### src/rtl/store_buffer.sv
// store_buffer: posted-write FIFO between the store encoder and the data-memory bus.
// Stores retire into the buffer and drain in order over a valid/ready handshake.
// Misaligned stores (in_exception) are dropped and reported with a one-cycle store_fault.
// Optional feature macro: STORE_BUFFER_HAZARD_EN adds a load/store address hazard check
// (ld_check_addr / ld_hazard ports).
//
// Handshake semantics (both sides): a transfer happens at a rising edge where valid and
// ready are both high. A producer holds valid and payload stable until that edge. in_ready
// depends only on the registered occupancy, never on mem_ready, so a full buffer refuses
// input even in a cycle where the head drains.
module store_buffer #(
    parameter int DEPTH = 4
) (
    input  logic                    clk,
    input  logic                    rst_n,
    input  logic                    in_valid,
    output logic                    in_ready,
    input  logic [31:0]             in_addr,
    input  logic [31:0]             in_data,
    input  logic [31:0]             in_mask,
    input  logic                    in_exception,
    output logic                    mem_valid,
    input  logic                    mem_ready,
    output logic [31:0]             mem_addr,
    output logic [31:0]             mem_wdata,
    output logic [31:0]             mem_wmask,
    output logic                    store_fault,
    output logic                    empty,
    output logic [$clog2(DEPTH):0]  count
`ifdef STORE_BUFFER_HAZARD_EN
    ,
    input  logic [31:0]             ld_check_addr,
    output logic                    ld_hazard
`endif
);

    localparam int PW = $clog2(DEPTH);
    localparam int CW = PW + 1;

    // Storage array; deliberately not reset, only pointers and occupancy are.
    logic [29:0] r_addr_mem [DEPTH];
    logic [31:0] r_data_mem [DEPTH];
    logic [31:0] r_mask_mem [DEPTH];

    logic [PW-1:0] r_wr_ptr;
    logic [PW-1:0] r_rd_ptr;
    logic [CW-1:0] r_count;
    logic          r_fault;

    logic w_full;
    logic w_empty;
    logic w_accept;
    logic w_push;
    logic w_pop;

    // Byte offset of the store address is meaningless for a word-wide bus.
    logic w_unused_addr_lsb;
    assign w_unused_addr_lsb = ^in_addr[1:0];

    assign w_full   = (r_count == CW'(DEPTH));
    assign w_empty  = (r_count == '0);
    assign w_accept = in_valid && !w_full;
    assign w_push   = w_accept && !in_exception;
    assign w_pop    = !w_empty && mem_ready;

    assign in_ready    = !w_full;
    assign empty       = w_empty;
    assign count       = r_count;
    assign store_fault = r_fault;
    assign mem_valid   = !w_empty;
    assign mem_addr    = {r_addr_mem[r_rd_ptr], 2'b00};
    assign mem_wdata   = r_data_mem[r_rd_ptr];
    assign mem_wmask   = w_empty ? 32'h0 : r_mask_mem[r_rd_ptr];

    // Write accepted, non-faulting stores into the slot at the write pointer.
    always_ff @(posedge clk) begin
        if (w_push) begin
            r_addr_mem[r_wr_ptr] <= in_addr[31:2];
            r_data_mem[r_wr_ptr] <= in_data;
            r_mask_mem[r_wr_ptr] <= in_mask;
        end
    end

    // Pointers, occupancy and the fault pulse; reset abandons any pending entries.
    always_ff @(posedge clk or negedge rst_n) begin
        if (!rst_n) begin
            r_wr_ptr <= '0;
            r_rd_ptr <= '0;
            r_count  <= '0;
            r_fault  <= 1'b0;
        end else begin
            r_fault <= w_accept && in_exception;
            if (w_push) begin
                r_wr_ptr <= r_wr_ptr + PW'(1);
            end
            if (w_pop) begin
                r_rd_ptr <= r_rd_ptr + PW'(1);
            end
            case ({w_push, w_pop})
                2'b10:   r_count <= r_count + CW'(1);
                2'b01:   r_count <= r_count - CW'(1);
                default: r_count <= r_count;
            endcase
        end
    end

`ifdef STORE_BUFFER_HAZARD_EN
    // An entry is live when its distance from the head is below the occupancy; the head
    // being drained this cycle is still live, so a load never overtakes it.
    logic [DEPTH-1:0] w_ent_valid;
    logic [DEPTH-1:0] w_ent_match;
    logic             w_unused_ld_lsb;

    assign w_unused_ld_lsb = ^ld_check_addr[1:0];

    for (genvar g = 0; g < DEPTH; g++) begin : g_hazard
        logic [PW-1:0] w_offs;
        assign w_offs         = PW'(g) - r_rd_ptr;
        assign w_ent_valid[g] = ({1'b0, w_offs} < r_count);
        assign w_ent_match[g] = (r_addr_mem[g] == ld_check_addr[31:2]);
    end

    assign ld_hazard = |(w_ent_valid & w_ent_match);
`endif

endmodule

### config.mk
export PLATFORM = sky130hd
export DESIGN_NAME = store_buffer
export DESIGN_NICKNAME = d
export VERILOG_FILES = /design/src/rtl/store_buffer.sv
export SDC_FILE = /design/constraint.sdc
export NUM_CORES = 1
export LEC_CHECK = 0
export CORE_MARGIN = 5
export CORE_UTILIZATION = 40
export DETAILED_ROUTE_END_ITERATION = 16
export DONT_BUFFER_PORTS = 1
export GPL_TIMING_DRIVEN = 0
export HOLD_SLACK_MARGIN = 0.1
export PLACE_DENSITY_LB_ADDON = 0.1
export SETUP_SLACK_MARGIN = 0.1
export SYNTH_ARGS = -nofsm -noshare
export SYNTH_HDL_FRONTEND = slang
export SYNTH_SLANG_ARGS = --single-unit
### constraint.sdc
create_clock -name clk -period 6.9 [get_ports clk]
set_clock_uncertainty 0.2 [all_clocks]
set_input_delay 0.69 -clock clk [delete_from_list [all_inputs] [get_ports clk]]
set_output_delay 0.69 -clock clk [all_outputs]
set_load 0.03 [all_outputs]
==> results.toml <==
[run_status]
run_status = "completed"

[clock_network]
h-tree-depth = 2
clock_path_buffers = 3
root_buffer = "clkbuf_16"
clock-sinks = 384
clock_insertion_delay_worst_skew_ps = 520
post-cts-setup-buffer-count = 0
clk_transition_reported_paths_ps = 60
tritoncts_clock_tree = "yes"
cts_made_buffers = 40

[grt]
grt_util_all_layers_pct = 14.2
globalRoute.totalOverflow = 0
antenna_found_initial = 1
global_route_wire_length_before_repair_um = 42300
first_global_vias = 6883
grt_max_degree = 42

[power]
total_leakage_power_nw = 5.52
combPwrFrac_pct = 32.5
power.net_switching_w = 0.00249
p_sw_share_pct = 34.2
seqPwrFrac_pct = 40.2
internal-power_w = 0.00479
fin_total_pwr_w = 0.00727
share_clk_of_total_power_pct = 27.3
ir_worst_vdd_mv = 0.319
power-per-cell-area_nw_per_um2 = 423

[route]
remaining_drc_errors = 0
drt-total-wl_um = 27900
routed_wire_length_per_instance_um = 23.1
iter_0_drt_violations = 295
drtPass1Iterations = 4
routed_via_count = 6172
drtAntennaViolNets = 0
detail_route.vias_per_cell = 5.11

[timing]
hold_viol_final = 0
final.setup.tns_ps = 0
min_period_ps = 3880
rsz0062_at_grt = "no"
timing.fmax_ghz = 0.258
timing.max_slew.rel_slack_pct = 43.6
setup_violations = 0
worst_pin_slew_ps = 846
final.period_utilization_pct = 56.3
slew_violations = 0

[placement]
global_placer_s_final_weighted_congestion = 0.687
port_buffers = 0
place_hpwl_um = 17800

[synthesis]
synth_sequential_area_ratio_pct = 80.7
synth_top_family_by_area = "multiplexers"
synth.largest_area_cell = "edfxtp_1"
synthTopCellsByArea = "edfxtp_1 79%, mux4_2 15%, and2_1 1.5%"
synth_top_cell_area_share_pct = 79.3
synthSimpleGateAreaFrac_pct = 1.96
multiplexer_share_of_the_synthesized_area_pct = 15.0
yosys_warnings = 0
post_synth_num_cell_types = 23
post_synthesis_area_per_instance_um2 = 24.9
syn-instance-count = 572
synth_fa_ha_area_share_pct = 0.580
mappedNetlistArea_um2 = 14200
synthXorXnorAreaFrac_pct = 0.369
ys_ff_latch = 384
synth_compound_area_share_pct = 0

[worst_setup_path]
worstSetupStartpointType = "flip-flop"
path_max_fanout = 10
timing.setup.critical_path_class = "flip-flop to output pin"
timing.critical_path.to_type = "output pin"
critPathArrivalTime_ps = 2990
worst-endpoint-required_ps = 6010

[cells_and_area]
filler_cell_count = 2880
synthToLayoutAreaGrowth_pct = 20.9
post_route_cells_drive_above_1_share_pct = 24.1
multi_input_area_um2 = 2570
register_area_um2 = 11500
final_net_count = 825

[floorplan]
top_level_ports = 204
design.die.area_um2 = 39500
die_height_um = 199
floorplan.initialDensity_pct = 40.3
core_region_area_um2 = 35300
placementRows = 69
dieWidth_um = 199

[run]
max-cap-violations = 0

[min_path]
min-delay-path-class = "input pin to flip-flop"
==> cell usage after synthesis <==
cell type	instances
buf_6	1
ha_1	5
mux2i_1	1
and3_2	1
or3b_4	1
dfrtp_1	8
and3b_1	1
fa_1	1
mux4_2	94
edfxtp_1	376
buf_2	11
conb_1	1
mux2_4	1
and2_2	4
clkbuf_1	10
nor2_1	1
nand3_1	1
and2_1	33
or3_1	1
inv_1	7
xor2_1	3
buf_4	7
xnor2_1	3
==> stage by stage <==
step                std cells  hold slack [ps]  setup slack [ps]  instance area (µm²)  utilization (%)
CTS                      1207              106              2870                17200             48.7
detailed placement       1042              195              3450                15000             42.6
global placement         1034              195              2860                14800             42.0
global route             1208              111              2830                17200             48.7
floorplan                 573              194              3940                14200                -
finish                   1208              145              3020                17200             48.7
==> registers in the layout, summed over array words and instances (netlist names) <==
name	count
store_fault	1
r_data_mem	128
r_mask_mem	128
count	3
r_rd_ptr	2
r_wr_ptr	2
r_addr_mem	120
==> critical path, cell delays in order (launching register included) <==
cell,delay [ps]
dfrtp_1,600
or3_1,180
clkbuf_1,480
clkbuf_1,700
and2_1,500
==> routing by layer <==
metal	GRT usage (%)	vias to the layer above	part of all wire, %
li1	-	2702	-
met1	18.2	3255	41
met2	23.4	176	50
met3	4.79	39	7.8
met4	3.82	0	1.7
met5	0	-	0
==> cells in the final DEF, fill, tap and decap left out, drive strengths merged <==
| master | count |
|---|---|
| edfxtp | 376 |
| dlygate4sd3 | 95 |
| mux4 | 94 |
| clkbuf | 59 |
| and2 | 37 |
| buf | 27 |
| clkinv | 15 |
| inv | 9 |
| dfrtp | 8 |
| ha | 5 |
| xnor2 | 3 |
| xor2 | 3 |
| conb | 2 |
| bufinv | 2 |
| clkinvlp | 2 |
| diode | 1 |
| or3 | 1 |
| or3b | 1 |
| and3b | 1 |
| and3 | 1 |
| mux2i | 1 |
| nand3 | 1 |
| mux2 | 1 |
| nor2 | 1 |
| fa | 1 |
==> path summary, 6_finish.rpt <==
check / from / to / slack, ps / cells after the start
worst max-delay path: count[0] / mem_wmask[26] / 3020 / 4
max in group asynchronous: rst_n / r_rd_ptr[0] / 5920 / 1
worst min-delay path: in_valid / store_fault / 140 / 1
worst max register to register: count[0] / count[2] / 4040 / 9
worst min register to register: r_wr_ptr[1] / r_wr_ptr[1] / 390 / 1
min in group asynchronous: rst_n / count[2] / 320 / 1
==> cells by family after synthesis <==
logic type / count (synthesis)
flip-flops: 384
multiplexers: 96
AND/OR/NAND/NOR: 43
buffers and inverters: 36
XOR/XNOR: 6
adder cells (fa/ha/maj): 6
other: 1
==> area by class of cell <==
class | instances | area share, %
sequential | 384 | 66.8
clock inverter | 21 | 0.894
inverter | 7 | 0.153
multi-input combinational | 153 | 14.9
buffer | 29 | 0.909
timing repair buffer | 103 | 6.76
antenna | 1 | 0.0145
clock buffer | 49 | 6.20
tap | 461 | 3.35
==> timing repair <==
action,4_1_cts,5_1_grt
endpoints found under the setup margin,0,0
hold buffers,95,0
resized for setup,0,0
endpoints found under the hold margin,384,0
==> power by group through the flow <==
| stage | Clock (W) | Combinational [W] | Sequential, W |
|---|---|---|---|
| 3_3_place_gp | 0 | 0.00230 | 0.00298 |
| 5_1_grt | 0.00215 | 0.00253 | 0.00294 |
| 4_1_cts | 0.00205 | 0.00244 | 0.00292 |
| 3_5_place_dp | 0 | 0.00237 | 0.00297 |
| 6_report | 0.00199 | 0.00237 | 0.00292 |
| 2_1_floorplan | 0 | 0.00188 | 0.00296 |
Note: power is estimated with default switching activity, not from simulation.
